**src/rtl/c1_outputs.sv**
```systemverilog
// C1 I/O chip write-side register bank: synchronizes the 68K low-byte write
// strobe, commits one register update per strobe fall and drives board pins.
module c1_outputs #(
  parameter int unsigned SYNC_STAGES = 2
) (
  input  logic       CLK_24M,
  input  logic       nRESET,
  input  logic       nPORTWEL,
  input  logic [2:0] M68K_ADDR,
  input  logic [7:0] M68K_DATA,
  output logic [2:0] P1_OUT,
  output logic [2:0] P2_OUT,
  output logic [2:0] CARD_BANK,
  output logic [2:0] SLOT,
  output logic [7:0] LED_MARQUEE,
  output logic [7:0] LED_CREDIT1,
  output logic [7:0] LED_CREDIT2,
  output logic       RTC_DIN,
  output logic       RTC_CLK,
  output logic       RTC_STB,
  output logic       WR_COMMIT
);

  localparam int unsigned PIN_W  = 3;
  localparam int unsigned LED_W  = 8;
  localparam int unsigned LLC_W  = 3;
  localparam int unsigned ADDR_W = 3;

  localparam logic [ADDR_W-1:0] A_POUTPUT    = ADDR_W'(0);
  localparam logic [ADDR_W-1:0] A_CRDBANK    = ADDR_W'(1);
  localparam logic [ADDR_W-1:0] A_SLOT       = ADDR_W'(2);
  localparam logic [ADDR_W-1:0] A_LEDLATCHES = ADDR_W'(3);
  localparam logic [ADDR_W-1:0] A_LEDDATA    = ADDR_W'(4);
  localparam logic [ADDR_W-1:0] A_RTCCTRL    = ADDR_W'(5);

  // Strobe synchronizer, edge detector and post-reset arming
  logic [SYNC_STAGES-1:0] sync_q, sync_d;
  logic [SYNC_STAGES-1:0] vld_q, vld_d;
  logic                   prev_q, prev_d;
  logic                   armed_q, armed_d;
  logic                   synced_c;
  logic                   commit_c;

  // Register bank state
  logic [PIN_W-1:0] p1_q, p1_d;
  logic [PIN_W-1:0] p2_q, p2_d;
  logic [PIN_W-1:0] bank_q, bank_d;
  logic [PIN_W-1:0] slot_q, slot_d;
  logic [LED_W-1:0] led_marquee_q, led_marquee_d;
  logic [LED_W-1:0] led_credit1_q, led_credit1_d;
  logic [LED_W-1:0] led_credit2_q, led_credit2_d;
  logic [LED_W-1:0] leddata_q, leddata_d;
  logic [LLC_W-1:0] llc_q, llc_d;
  logic [LLC_W-1:0] llc_fall_c;
  logic             rtc_din_q, rtc_din_d;
  logic             rtc_clk_q, rtc_clk_d;
  logic             rtc_stb_q, rtc_stb_d;
  logic             commit_q, commit_d;

  // vld_q tracks which sync stages hold a real sample rather than a reset
  // value, so a strobe already low at reset release never looks like a fall.
  always_comb begin
    synced_c = sync_q[SYNC_STAGES-1];
    sync_d   = {sync_q[SYNC_STAGES-2:0], nPORTWEL};
    vld_d    = {vld_q[SYNC_STAGES-2:0], 1'b1};
    prev_d   = synced_c;
    armed_d  = armed_q | (vld_q[SYNC_STAGES-1] & synced_c);
    commit_c = armed_q & prev_q & ~synced_c;
  end

  always_ff @(posedge CLK_24M or negedge nRESET) begin
    if (!nRESET) begin
      sync_q  <= '1;
      vld_q   <= '0;
      prev_q  <= 1'b1;
      armed_q <= 1'b0;
    end else begin
      sync_q  <= sync_d;
      vld_q   <= vld_d;
      prev_q  <= prev_d;
      armed_q <= armed_d;
    end
  end

  // Address decode; LED targets latch the LEDDATA value held before this write
  always_comb begin
    p1_d          = p1_q;
    p2_d          = p2_q;
    bank_d        = bank_q;
    slot_d        = slot_q;
    led_marquee_d = led_marquee_q;
    led_credit1_d = led_credit1_q;
    led_credit2_d = led_credit2_q;
    leddata_d     = leddata_q;
    llc_d         = llc_q;
    rtc_din_d     = rtc_din_q;
    rtc_clk_d     = rtc_clk_q;
    rtc_stb_d     = rtc_stb_q;
    commit_d      = commit_c;
    llc_fall_c    = llc_q & ~M68K_DATA[5:3];

    if (commit_c) begin
      case (M68K_ADDR)
        A_POUTPUT: begin
          p1_d = M68K_DATA[2:0];
          p2_d = M68K_DATA[5:3];
        end
        A_CRDBANK: bank_d = M68K_DATA[2:0];
        A_SLOT:    slot_d = M68K_DATA[2:0];
        A_LEDLATCHES: begin
          llc_d = M68K_DATA[5:3];
          if (llc_fall_c[0]) led_marquee_d = leddata_q;
          if (llc_fall_c[1]) led_credit1_d = leddata_q;
          if (llc_fall_c[2]) led_credit2_d = leddata_q;
        end
        A_LEDDATA: leddata_d = M68K_DATA;
        A_RTCCTRL: begin
          rtc_din_d = M68K_DATA[0];
          rtc_clk_d = M68K_DATA[1];
          rtc_stb_d = M68K_DATA[2];
        end
        default: ;
      endcase
    end
  end

  always_ff @(posedge CLK_24M or negedge nRESET) begin
    if (!nRESET) begin
      p1_q          <= '0;
      p2_q          <= '0;
      bank_q        <= '0;
      slot_q        <= '0;
      led_marquee_q <= '0;
      led_credit1_q <= '0;
      led_credit2_q <= '0;
      leddata_q     <= '0;
      llc_q         <= '1;
      rtc_din_q     <= 1'b0;
      rtc_clk_q     <= 1'b0;
      rtc_stb_q     <= 1'b0;
      commit_q      <= 1'b0;
    end else begin
      p1_q          <= p1_d;
      p2_q          <= p2_d;
      bank_q        <= bank_d;
      slot_q        <= slot_d;
      led_marquee_q <= led_marquee_d;
      led_credit1_q <= led_credit1_d;
      led_credit2_q <= led_credit2_d;
      leddata_q     <= leddata_d;
      llc_q         <= llc_d;
      rtc_din_q     <= rtc_din_d;
      rtc_clk_q     <= rtc_clk_d;
      rtc_stb_q     <= rtc_stb_d;
      commit_q      <= commit_d;
    end
  end

  assign P1_OUT      = p1_q;
  assign P2_OUT      = p2_q;
  assign CARD_BANK   = bank_q;
  assign SLOT        = slot_q;
  assign LED_MARQUEE = led_marquee_q;
  assign LED_CREDIT1 = led_credit1_q;
  assign LED_CREDIT2 = led_credit2_q;
  assign RTC_DIN     = rtc_din_q;
  assign RTC_CLK     = rtc_clk_q;
  assign RTC_STB     = rtc_stb_q;
  assign WR_COMMIT   = commit_q;

endmodule

```
**config.mk**
```make
export PLATFORM = sky130hd
export DESIGN_NAME = c1_outputs
export DESIGN_NICKNAME = d
export VERILOG_FILES = /design/src/rtl/c1_outputs.sv
export SDC_FILE = /design/constraint.sdc
export NUM_CORES = 1
export LEC_CHECK = 0
export ABC_AREA = 1
export CORE_UTILIZATION = 25
export CTS_CLUSTER_DIAMETER = 30
export DETAILED_ROUTE_END_ITERATION = 8
export GPL_TIMING_DRIVEN = 0
export PLACE_DENSITY_LB_ADDON = 0.15
export SYNTH_ARGS = -nofsm -noshare
export SYNTH_HDL_FRONTEND = slang
export SYNTH_SLANG_ARGS = --single-unit
```
**constraint.sdc**
```tcl
create_clock -name CLK_24M -period 2.25 [get_ports CLK_24M]
set_input_delay 0.225 -clock CLK_24M [delete_from_list [all_inputs] [get_ports CLK_24M]]
set_output_delay 0.225 -clock CLK_24M [all_outputs]
set_load 0.01 [all_outputs]
```
* Yosys cells after proc, flatten, opt, wreduce, memory -nomap -nowiden
Index checks and enable logic that the tools add are counted.
** Operators by class
- Equal/unequal tests :: 5
- Bitwise logic cells :: 7
- Reduce and logical (&&, ||, !) cells :: 10
** Operator list (count)
- $reduce_and A2 Y1 :: 6
- $reduce_and A3 Y1 :: 3
- $eq A3 B2 Y1 const B :: 2
- $eq A3 B3 Y1 const B :: 2
- $and A1 B1 Y1 :: 3
- $and A3 B3 Y3 :: 1
- $eq A3 B1 Y1 const B :: 1
- $logic_not A3 Y1 :: 1
- $not A3 Y3 :: 1
- $not A1 Y1 :: 1
- $or A1 B1 Y1 :: 1
** Storage, ports and cells
- Register bits after elaboration :: 57
- Input bits :: 14
- Output and inout bits :: 40
- Logic and storage cells :: 39

* Depth between registers and ports, before layout
- Depth in word-level cells :: 3
- Mapped depth :: 6
- Gate-level depth less buffers :: 6

* Worst setup path before layout
Ideal clock, no wire load.
- Kind :: register -> register
- Start point :: reg llc_q[1]
- End point :: reg led_credit1_q[0], in the netlist LED_CREDIT1[0]
- Setup time :: 0.118 ns
- Data arrival time :: 1.121 ns
- Required time :: 2.132 ns
- Path slack :: 1.011 ns
- Stages on the path, launching flop included :: 6
- Buffers on the path :: 0
- Period minus slack after synthesis :: 1.239 ns
- Cell sequence :: dfstp_2 inv_1 nor2_2 nand3_1 nand2_1 nand2_1
** Between the ends
- Word-level cells in the longest chain between the ends :: 2
** Ends and longest elaborated chain
- from (decl) :: line 53 : logic [LLC_W-1:0] llc_q, llc_d;
- from (signal assigned) :: line 151 : llc_q <= llc_d;
- $and A3 B3 Y3 :: line 100 : llc_fall_c = llc_q & ~M68K_DATA[5:3];
- $reduce_and A3 Y1 (no line)
- to (signal assigned) :: line 148 : led_credit1_q <= led_credit1_d;
- to (decl) :: line 50 : logic [LED_W-1:0] led_credit1_q, led_credit1_d;
No other way between the ends.
A chain may end at the register's enable or synchronous reset.

* Final worst setup path
- Start point :: reg llc_q[0]
- End point :: reg led_marquee_q[2], in the netlist LED_MARQUEE[2]
** Between the ends
- Word-level cells in the longest chain between the ends :: 2
** Ends and longest elaborated chain
- $and A3 B3 Y3 :: line 100
- $reduce_and A3 Y1 (no line)
- to (signal assigned) :: line 147 : led_marquee_q <= led_marquee_d;
- to (decl) :: line 49 : logic [LED_W-1:0] led_marquee_q, led_marquee_d;
No other way between the ends.

==> impl_metrics.toml <==
[run_status]
status = "complete, no violations"

[route]
drc = 0
first_iter_violations = 119
firstDrtPassIters = 4
viasPerCell = 4.55
routed_wl_mm = 5.99
wl_per_cell_um = 14.0
ant_nets = 0
via_count = 1943

[min_path]
hold_path.class = "in -> reg"

[sta]
setup_ws_ns = 0.756
tns_ns = 0
fin_worst_skew_ns = 0.00510
setup_viol = 0
hold_viol = 0
whs_ns = 0.187
worstMarginPinSlew_ns = 0.595
period_share_pct = 66.4
slew_headroom_pct = 60.3
fmax_ghz = 0.670
drv_slew = 0
rsz0062_at_grt = "false"
finalCriticalPeriod_ns = 1.49

[worst_setup_path]
endpoint_kind = "register"
crit_slowest_cell = "dfstp_2"
critical_path_required_ns = 2.47
path_cells = "inv_1 -> nor2_2 -> nand3_1 -> nand2_1 -> nand2_1"
cp.arrival_ns = 1.71
crit_buf_inv = 1
critPathMostFrequentCell = "nand2_1"
crit_fanout = 9
crit_type = "reg -> reg"
cpPeakStageDelay_ns = 0.53
crit_family = "simple AND/OR/NAND/NOR gates"
startpoint_type = "register"

[grt]
grt_remaining_overflow = 0
grt_pass1_wl_mm = 10.1
grt_max_degree = 34
grt_util_all_layers_pct = 13.5
grt_pass1_vias = 1968
grt_antenna_before_repair = 0

[yosys]
async_flop_share_pct = 100
syn_area_um2 = 2350
post-synth-top-area-cell = "dfrtp_1"
synth-edff-count = 0
synth_ff_type = "dfrtp_1"
synth_cells = 246
yosysMostFrequentCell = "nand2_1"
ys_ff_latch = 57
syn_area_per_cell_um2 = 9.56
synth_top_area_share_pct = 54.3
synth.distinct_cells = 16
yosysSeqAreaShare_pct = 61.0
synthTopCellsByArea = "dfrtp_1, nand2_1, nand4_1"
synth_fp_nets = 260
synthTopCellsByCount = "nand2_1, dfrtp_1, nand4_1"
ys_warn_count = 0

[place]
dp_slack_ns = 0.461
place_congestion = 0.736
io_buffer_count = 52
dpl.hpwl_mm = 4.15

[cells_and_area]
drive_above_1_share_pct = 13.3
fin_util_pct = 35.1
fin_nets = 325
diodes = 0
multi_input_area_um2 = 796
nFillCells = 995
regArea_um2 = 1430
area_growth_pct = 37.3

[floorplan]
io_pins = 54
rows = 35
fp.dieW_um = 99
initial_core_util_pct = 25.6
die_area_um2 = 9800
die_y_um = 99
core_um2 = 9200

[clock_tree]
postCtsSetupRepairBufs = 0
clock-sinks = 57
cts_buffer_depth = 2
cts-htree-levels = 3
clock_latency_ns = 0.33
cts_resized = 0
ctsHoldBuffers = 1
clkTransAtPathRegs_ns = 0.06
cts_buffers = 9
clock-root-buffer = "clkbuf_8"
tritoncts = "done"

[pwr]
power.total_mw = 2.66
p_leak_nw = 1.57
power_density_nw_per_um2 = 822
irDropWorstVdd_mv = 0.383

[flow_run]
cap_violations = 0
==> registers in the layout, summed over array words and instances (netlist names), 2 cells and up <==
signal / cells
LED_MARQUEE: 8
P1_OUT: 3
leddata_q: 8
vld_q: 2
SLOT: 3
sync_q: 2
LED_CREDIT1: 8
CARD_BANK: 3
LED_CREDIT2: 8
llc_q: 3
P2_OUT: 3
==> area by class of cell <==
cell class / instances / area share (%)
Tap cell: 111 / 4.30
Clock buffer: 14 / 5.66
Sequential cell: 57 / 44.4
Inverter: 6 / 0.697
Multi-Input combinational cell: 173 / 24.6
Clock inverter: 2 / 0.310
Timing Repair Buffer: 54 / 16.9
Buffer: 10 / 3.10
==> cell families after synthesis <==
kind of cell	after synthesis	share of synthesized area, %
flip-flops	57	61.0
AO/OA/AOI/OAI	1	0.319
buffers and inverters	16	5.21
AND/OR/NAND/NOR	171	33.4
other	1	0.159
==> cells in the final DEF, fill, tap and decap left out, types with 2 or more instances in the layout <==
master	Yosys	layout
buf_2	2	3
buf_6	8	8
clkbuf_8	0	13
clkdlybuf4s50_1	0	51
clkinv_2	0	2
dfrtp_1	51	51
dfstp_2	6	6
inv_1	5	5
nand2_1	106	106
nand3_1	25	25
nand4_1	30	30
nor2_2	4	4
nor2_4	3	3
==> worst register-to-register path, stage by stage (launching register included) <==
cell,delay [ns]
dfstp_2,0.53
inv_1,0.04
nor2_2,0.27
nand3_1,0.33
nand2_1,0.15
nand2_1,0.06
==> layer usage <==
layer  track usage, %  share of wire, %
met1             18.8                50
met2             19.5                43
met3             4.40               5.7
met4             4.82               1.6
met5                0                 0
==> stage by stage <==
stage	cells	cell area, um^2
final	427	3230
after global routing	427	3230
after CTS	427	3230
after detailed placement	410	3030
after global placement	409	3010
after floorplan	246	2350
==> path summary, 6_finish.rpt <==
kind	start	end	slack (ns)	depth (start not counted)
setup / recovery	llc_q[0]$_DFFE_PN1P_	LED_MARQUEE[2]$_DFFE_PN0P_	0.76	5
hold / removal	M68K_ADDR[2]	RTC_STB$_DFFE_PN0P_	0.19	3
setup reg to reg	llc_q[0]$_DFFE_PN1P_	LED_MARQUEE[2]$_DFFE_PN0P_	0.76	5
hold reg to reg	vld_q[0]$_DFF_PN0_	vld_q[1]$_DFF_PN0_	0.35	0
max in group asynchronous	nRESET	llc_q[2]$_DFFE_PN1P_	1.17	3
min in group asynchronous	nRESET	LED_MARQUEE[6]$_DFFE_PN0P_	0.43	2
==> power breakdown <==
part | leakage [nW] | switching (mW) | internal, mW
clock | 0.102 | 0.388 | 0.517
sequential | 0.733 | 0.112 | 1.17
combinational | 0.732 | 0.231 | 0.237
total | 1.57 | 0.732 | 1.92
Power figures use the tool's default switching activity.
